===== src/rtl/prefetch_queue_if.sv =====
// Bus bundle of the prefetch queue: imem read port and the decode-side valid/ready handshake.
// master is the prefetch queue side, slave is the imem/decode side.
interface prefetch_queue_if;
    logic        imem_req;
    logic [31:0] imem_addr;
    logic        imem_gnt;
    logic        imem_rvalid;
    logic [31:0] imem_rdata;
    logic        deq_valid;
    logic        deq_ready;
    logic [31:0] deq_inst;
    logic [31:0] deq_pc;

    modport master (
        output imem_req, imem_addr, deq_valid, deq_inst, deq_pc,
        input  imem_gnt, imem_rvalid, imem_rdata, deq_ready
    );

    modport slave (
        input  imem_req, imem_addr, deq_valid, deq_inst, deq_pc,
        output imem_gnt, imem_rvalid, imem_rdata, deq_ready
    );
endinterface


===== src/rtl/prefetch_queue.sv =====
// Instruction prefetch queue: keeps in-order imem reads in flight, buffers {pc, inst} pairs for
// decode, and on a redirect flushes the queue and drops responses to stale requests.
module prefetch_queue #(
    parameter int unsigned DEPTH           = 4,
    parameter int unsigned MAX_OUTSTANDING = 2,
    parameter logic [31:0] RESET_PC        = 32'h200
) (
    input  logic                         clk_i,
    input  logic                         rst_ni,
    input  logic                         redirect_i,
    input  logic [31:0]                  redirect_pc_i,
    input  logic                         stall_i,
    prefetch_queue_if.master             bus,
    output logic [$clog2(DEPTH+1)-1:0]   count_o
);
    localparam int unsigned CntW  = $clog2(DEPTH + 1);
    localparam int unsigned PtrW  = $clog2(DEPTH);
    localparam int unsigned OutW  = $clog2(MAX_OUTSTANDING + 1);
    localparam int unsigned PendW = (MAX_OUTSTANDING > 1) ? $clog2(MAX_OUTSTANDING) : 1;

    localparam logic [0:0] StRun   = 1'b0;
    localparam logic [0:0] StDrain = 1'b1;

    logic [0:0]       state_q, state_d;
    logic [31:0]      fetch_pc_q, fetch_pc_d;
    logic [CntW-1:0]  count_q, count_d;
    logic [OutW-1:0]  outstanding_q, outstanding_d, out_after_rv;
    logic [OutW-1:0]  discard_q, discard_d;
    logic [PtrW-1:0]  head_q, head_d, tail_q, tail_d;
    logic [PendW-1:0] pend_rd_q, pend_rd_d, pend_wr_q, pend_wr_d;

    logic [31:0] pc_mem   [DEPTH];
    logic [31:0] inst_mem [DEPTH];
    logic [31:0] pend_pc  [MAX_OUTSTANDING];

    logic run, gnt_acc, enq, deq;

    assign run = (state_q == StRun);

    // Space for every in-flight read is reserved up front, so a response always finds a free slot.
    assign bus.imem_req = rst_ni & run & ~redirect_i & ~stall_i
                        & (32'(outstanding_q) < MAX_OUTSTANDING)
                        & ((32'(count_q) + 32'(outstanding_q)) < DEPTH);
    assign bus.imem_addr = fetch_pc_q;

    assign bus.deq_valid = (count_q != '0);
    assign bus.deq_inst  = bus.deq_valid ? inst_mem[head_q] : 32'h0;
    assign bus.deq_pc    = bus.deq_valid ? pc_mem[head_q]   : 32'h0;
    assign count_o       = count_q;

    assign gnt_acc      = bus.imem_req & bus.imem_gnt;
    assign enq          = run & ~redirect_i & bus.imem_rvalid;
    assign deq          = bus.deq_valid & bus.deq_ready;
    assign out_after_rv = outstanding_q - OutW'(bus.imem_rvalid);

    always_comb begin
        fetch_pc_d    = fetch_pc_q;
        count_d       = count_q + CntW'(enq) - CntW'(deq);
        outstanding_d = out_after_rv + OutW'(gnt_acc);
        discard_d     = discard_q;
        head_d        = deq ? head_q + PtrW'(1) : head_q;
        tail_d        = enq ? tail_q + PtrW'(1) : tail_q;
        pend_rd_d     = pend_rd_q;
        pend_wr_d     = pend_wr_q;

        if (gnt_acc) begin
            fetch_pc_d = fetch_pc_q + 32'd4;
            pend_wr_d  = (pend_wr_q == PendW'(MAX_OUTSTANDING - 1)) ? '0 : pend_wr_q + PendW'(1);
        end
        if (enq) begin
            pend_rd_d = (pend_rd_q == PendW'(MAX_OUTSTANDING - 1)) ? '0 : pend_rd_q + PendW'(1);
        end
        if (!run && bus.imem_rvalid) begin
            discard_d = discard_q - OutW'(1);
        end

        // In DRAIN the discard count is owned by the first redirect; later ones only move the pc.
        if (redirect_i) begin
            fetch_pc_d = redirect_pc_i;
            count_d    = '0;
            head_d     = '0;
            tail_d     = '0;
            pend_rd_d  = '0;
            pend_wr_d  = '0;
            if (run) begin
                discard_d = out_after_rv;
            end
        end

        state_d = (discard_d != '0) ? StDrain : StRun;
    end

    always_ff @(posedge clk_i or negedge rst_ni) begin
        if (!rst_ni) begin
            state_q       <= StRun;
            fetch_pc_q    <= RESET_PC;
            count_q       <= '0;
            outstanding_q <= '0;
            discard_q     <= '0;
            head_q        <= '0;
            tail_q        <= '0;
            pend_rd_q     <= '0;
            pend_wr_q     <= '0;
        end else begin
            state_q       <= state_d;
            fetch_pc_q    <= fetch_pc_d;
            count_q       <= count_d;
            outstanding_q <= outstanding_d;
            discard_q     <= discard_d;
            head_q        <= head_d;
            tail_q        <= tail_d;
            pend_rd_q     <= pend_rd_d;
            pend_wr_q     <= pend_wr_d;
        end
    end

    // Storage needs no reset: outputs are masked while the queue is empty.
    always_ff @(posedge clk_i) begin
        if (gnt_acc) begin
            pend_pc[pend_wr_q] <= fetch_pc_q;
        end
        if (enq) begin
            pc_mem[tail_q]   <= pend_pc[pend_rd_q];
            inst_mem[tail_q] <= bus.imem_rdata;
        end
    end
endmodule


===== src/flat_wrapper.sv =====
// flat-port wrapper written by rule: the top's interface ports become plain ports
module prefetch_queue_flat 
#(
    parameter int unsigned DEPTH           = 4,
    parameter int unsigned MAX_OUTSTANDING = 2,
    parameter logic [31:0] RESET_PC        = 32'h200
)
  (clk_i, rst_ni, redirect_i, redirect_pc_i, stall_i, count_o, bus_imem_req, bus_imem_addr, bus_deq_valid, bus_deq_inst, bus_deq_pc, bus_imem_gnt, bus_imem_rvalid, bus_imem_rdata, bus_deq_ready);
  prefetch_queue_if bus_i ();
  input  logic clk_i;
  input  logic rst_ni;
  input  logic redirect_i;
  input  logic [31:0] redirect_pc_i;
  input  logic stall_i;
  output logic [$clog2(DEPTH+1)-1:0] count_o;
  output wire logic [$bits(bus_i.imem_req)-1:0] bus_imem_req;
  output wire logic [$bits(bus_i.imem_addr)-1:0] bus_imem_addr;
  output wire logic [$bits(bus_i.deq_valid)-1:0] bus_deq_valid;
  output wire logic [$bits(bus_i.deq_inst)-1:0] bus_deq_inst;
  output wire logic [$bits(bus_i.deq_pc)-1:0] bus_deq_pc;
  input wire logic [$bits(bus_i.imem_gnt)-1:0] bus_imem_gnt;
  input wire logic [$bits(bus_i.imem_rvalid)-1:0] bus_imem_rvalid;
  input wire logic [$bits(bus_i.imem_rdata)-1:0] bus_imem_rdata;
  input wire logic [$bits(bus_i.deq_ready)-1:0] bus_deq_ready;
  assign bus_imem_req = bus_i.imem_req;
  assign bus_imem_addr = bus_i.imem_addr;
  assign bus_deq_valid = bus_i.deq_valid;
  assign bus_deq_inst = bus_i.deq_inst;
  assign bus_deq_pc = bus_i.deq_pc;
  assign bus_i.imem_gnt = bus_imem_gnt;
  assign bus_i.imem_rvalid = bus_imem_rvalid;
  assign bus_i.imem_rdata = bus_imem_rdata;
  assign bus_i.deq_ready = bus_deq_ready;
  prefetch_queue #(.DEPTH(DEPTH), .MAX_OUTSTANDING(MAX_OUTSTANDING), .RESET_PC(RESET_PC)) u_core (.clk_i(clk_i), .rst_ni(rst_ni), .redirect_i(redirect_i), .redirect_pc_i(redirect_pc_i), .stall_i(stall_i), .bus(bus_i), .count_o(count_o));
endmodule

===== config.mk =====
export PLATFORM = sky130hd
export DESIGN_NAME = prefetch_queue_flat
export DESIGN_NICKNAME = d
export VERILOG_FILES = /design/src/rtl/prefetch_queue_if.sv /design/src/rtl/prefetch_queue.sv /design/src/flat_wrapper.sv
export SDC_FILE = /design/constraint.sdc
export NUM_CORES = 1
export LEC_CHECK = 0
export BUFFER_PORTS_ARGS = -buffer_cell sky130_fd_sc_hd__buf_2
export CAP_MARGIN = 0
export CORE_ASPECT_RATIO = 1.75
export CORE_MARGIN = 2
export CORE_UTILIZATION = 40
export DETAILED_ROUTE_END_ITERATION = 8
export HOLD_SLACK_MARGIN = 0.15
export PLACE_DENSITY = 0.68
export SKIP_CTS_REPAIR_TIMING = 1
export SLEW_MARGIN = 20
export SYNTH_ARGS = -nofsm -noshare
export SYNTH_HDL_FRONTEND = slang
export SYNTH_SLANG_ARGS = --single-unit

===== constraint.sdc =====
create_clock -name clk_i -period 3.85 [get_ports clk_i]
set_input_delay 0.385 -clock clk_i [delete_from_list [all_inputs] [get_ports clk_i]]
set_output_delay 0.385 -clock clk_i [all_outputs]
set_load 0.02 [all_outputs]

==> results.md <==
* Row count at 92
* Number of synthesized flops with an enable pin at 320
* Max Cap Viol at 0
* Total routed wirelength at roughly 31000 µm
* Reg clk slew, reported paths at 0.07 ns
* Area of the core at 36000 µm²
* Grt total ovfl at 0
* Chip Width at 149 µm
* FMAX at roughly 340 MHz
* Design area at 17800 µm²
* CTS tree: built
* Skew-Pair Late Insertion Delay at 0.52 ns
* Worst Setup SP: u_core.head_q[0]$_DFFE_PN0P_
* Clock root cell: clkbuf_16
* CP Cell Sequence: buf_12 -> mux4_2 -> and2_1 -> buf_2
* Post-synthesis async set-or-reset flop share at roughly an eighth
* Ys flop type: edfxtp_1
* Ports at 172
* R2R Setup Slk at 1.30 ns
* M1 wire length at 12200 µm
* Initial antenna violation count at 0
* Worst Tran Pin Value at 0.964 ns
* CTS HTree Levels at 2
* HPWL Detailed at 19000 µm
* Reg2Reg Depth at 10
* Family with the most delay on the worst path: flip-flops
* Starting Density at 40.6%
* Worst Hold Class: in2reg
* Seq/Total Area, Yosys at 73.6%
* R2R Path Start: u_core.count_o[2]$_DFF_PN0_
* RePlAce Congestion at roughly 0.8
* Worst r2r dst: u_core.count_o[2]$_DFF_PN0_
* Port bufs at 171
* Post-layout min period at 2.93 ns
* Antenna-violating nets left at 0
* Die Ht at 257 µm
* Top routing layer used: met4
* Clock buffer depth at 3
* RSZ-0062 raised after global routing: false
* Worst VDD drop at 0.441 mV
* Dpl cell area at 16100 µm²
* CTS Buf Count at 34
* Die area at 38200 µm²
* Setup TNS at 0 ns
* Worst path depth at 4
* Clk sinks at 366
* CP endpoint: bus_deq_pc[24]
* Worst path buffer plus inverter count at 2
* Antenna diodes at 0
* WP data arrival at ~2.6 ns
* Crit path max fanout at 34
* DRC viols at 0
* Critical path class: reg2out
* Worst path max stage delay at around 0.74 ns
* Synth cell types at 44
* Pwr dens at 591 nW/µm²
* Post-place setup slack at 1.33 ns
* Layout area overhead at 21.9%
* Netlist Area Pre-Place at 14600 µm²
* Final clock skew at 0.0156 ns
* Setup crit start kind: register
* Largest net degree at the start of global routing at 66
* Max transition margin at 35.4%
* Vias/cell at 5.13
* Post-synthesis cell count at about 800
* Slew Viols, Final at 0
* DRT iter0 DRCs at approximately 440
* Setup ws final at 0.917 ns
* Share of post-route cells with drive strength above 1 at 33.6%
* Crit end category: output port
* Synth Area per Inst at roughly 18 µm²
* Critical Path RT at 3.46 ns
* WL per Instance at between 20 and 25 µm
* Metal2 WL at 16600 µm
* Vias in the first global route at 8220
* Final hold violation count at 0
* Vias at 7897
* Final setup viols at 0
* Synthesized Nets at 881
* Metal3 WL at 1260 µm
* Outcome: finished, final reports clean
* Crit-path slowest cell: dfrtp_4
* Detailed Routing Iterations Pass 1 at 4
* NumNets Final at approximately 1100
* Fin crit share at 76.2%
* YS warnings at 0
* Gr usage total at 16.3%
* #FFs+latches synth at 366
* Leak at 0.00629 µW
* First-pass GRT wire length at 47100 µm
-- worst register-to-register path, delay by kind of cell, from the launching register on --
family	cells	cell delay [ns]
buffers and inverters	2	0.11
and+or+nand+nor	3	0.77
xor gates and xnor gates	2	0.32
DFF	1	0.45
adders and majority gates	3	0.78
-- synthesized netlist by cell type, types with 3 or more instances --
library cell	n	share of area, %
dfrtp_1	45	7.7
nand4_1	11	0.47
a31oi_1	9	0.38
inv_1	11	0.28
and2_1	71	3.0
o211ai_1	3	0.15
buf_1	7	0.18
nor2_1	28	0.72
a32oi_1	7	0.42
mux4_2	64	9.9
nand3_1	16	0.55
edfxtp_1	320	66
o21ai_0	22	0.75
or4_1	3	0.15
nand2b_1	3	0.13
ha_1	10	0.86
a21oi_1	4	0.14
nand2_1	31	0.80
xnor2_1	12	0.72
xor2_1	8	0.48
and3_1	10	0.43
mux2_2	36	2.8
buf_6	3	0.23
clkbuf_1	23	0.59
nor3_1	3	0.10
a221o_1	3	0.21
a41oi_1	5	0.30
buf_2	7	0.24
o311ai_0	3	0.18
-- where the power goes --
part	internal [µW]	switching, µW
Combinational	1100	1360
Sequential	4540	244
Clock	1880	1400
Total	7530	3010
-- cell type report --
cell class / instances / area (µm²)
Clock buffer: 42 / 902
Clock inverter: 19 / 186
Fill cell: 2979 / 18200
Inverter: 12 / 45.0
Multi-Input combinational cell: 381 / 3670
Sequential cell: 366 / 10800
Tap cell: 470 / 588
Timing Repair Buffer: 249 / 1670
-- per-layer routing --
layer	vias to the layer above	track usage, %
met5	-	0
met2	234	29.6
met3	60	2.54
met4	0	6.27
met1	3980	19.4
li1	3623	-
-- logic make-up (layout without fill, tap and decap cells) --
group,after synthesis,count (layout),synth area share (%)
xor gates and xnor gates,20,20,1.20
AOI/OAI and AO/OA,58,58,2.63
adders and majority gates,11,11,0.992
DFF,366,366,73.6
muxes,102,102,12.8
buffers and inverters,52,322,1.55
and+or+nand+nor,190,190,7.30
-- worst min-delay path by stage --
stage | start | endpoint | slack [ns] | cells after the start
after floorplan | rst_ni | u_core.bus.imem_addr[0]$_DFFE_PN0P_ | 0.09 | 0
after global placement | u_core.bus.imem_addr[1]$_DFFE_PN0P_ | u_core.pend_pc[0][1]$_DFFE_PP_ | 0.48 | 0
after detailed placement | u_core.bus.imem_addr[1]$_DFFE_PN0P_ | u_core.pend_pc[1][1]$_DFFE_PP_ | 0.49 | 0
after CTS | rst_ni | u_core.bus.imem_addr[21]$_DFFE_PN0P_ | 0.01 | 2
after global routing | redirect_pc_i[1] | u_core.bus.imem_addr[1]$_DFFE_PN0P_ | 0.16 | 2
final | redirect_pc_i[24] | u_core.bus.imem_addr[24]$_DFFE_PN0P_ | 0.14 | 3
-- stage by stage --
step	hold slack [ns]	total power, µW	cells	util [%]
2_1_floorplan	0.0894	6490	799	-
3_3_place_gp	0.480	7310	1418	44.8
3_5_place_dp	0.492	7350	1418	44.8
4_1_cts	0.0139	10600	1479	47.8
5_1_grt	0.156	11000	1539	49.5
6_report	0.145	10500	1539	49.5
-- state kept, by name (all words and copies together) (netlist names) --
register              count
u_core.inst_mem         128
u_core.pc_mem           128
u_core.pend_pc           64
u_core.bus.imem_addr     32
u_core.count_o            3
u_core.discard_q          2
u_core.head_q             2
u_core.outstanding_q      2
u_core.tail_q             2
u_core.pend_rd_q          1
u_core.pend_wr_q          1
u_core.state_q            1
-- layout by cell type, fill, tap and decap left out, types with 4 or more instances in the layout --
master	instances
a21oi_1	4
a31oi_1	9
a32oi_1	7
a41oi_1	5
and2_1	71
and3_1	6
and3_4	4
buf_12	6
buf_2	171
buf_4	12
clkbuf_1	7
clkbuf_16	35
clkinv_1	4
clkinv_2	6
dfrtp_1	43
dlygate4sd3_1	60
edfxtp_1	320
ha_1	10
inv_1	11
mux2_2	36
mux4_2	64
nand2_1	31
nand3_1	16
nand4_1	11
nor2_1	27
o21ai_0	22
xnor2_1	12
xor2_1	8
Note: power is estimated with default switching activity, not from simulation.
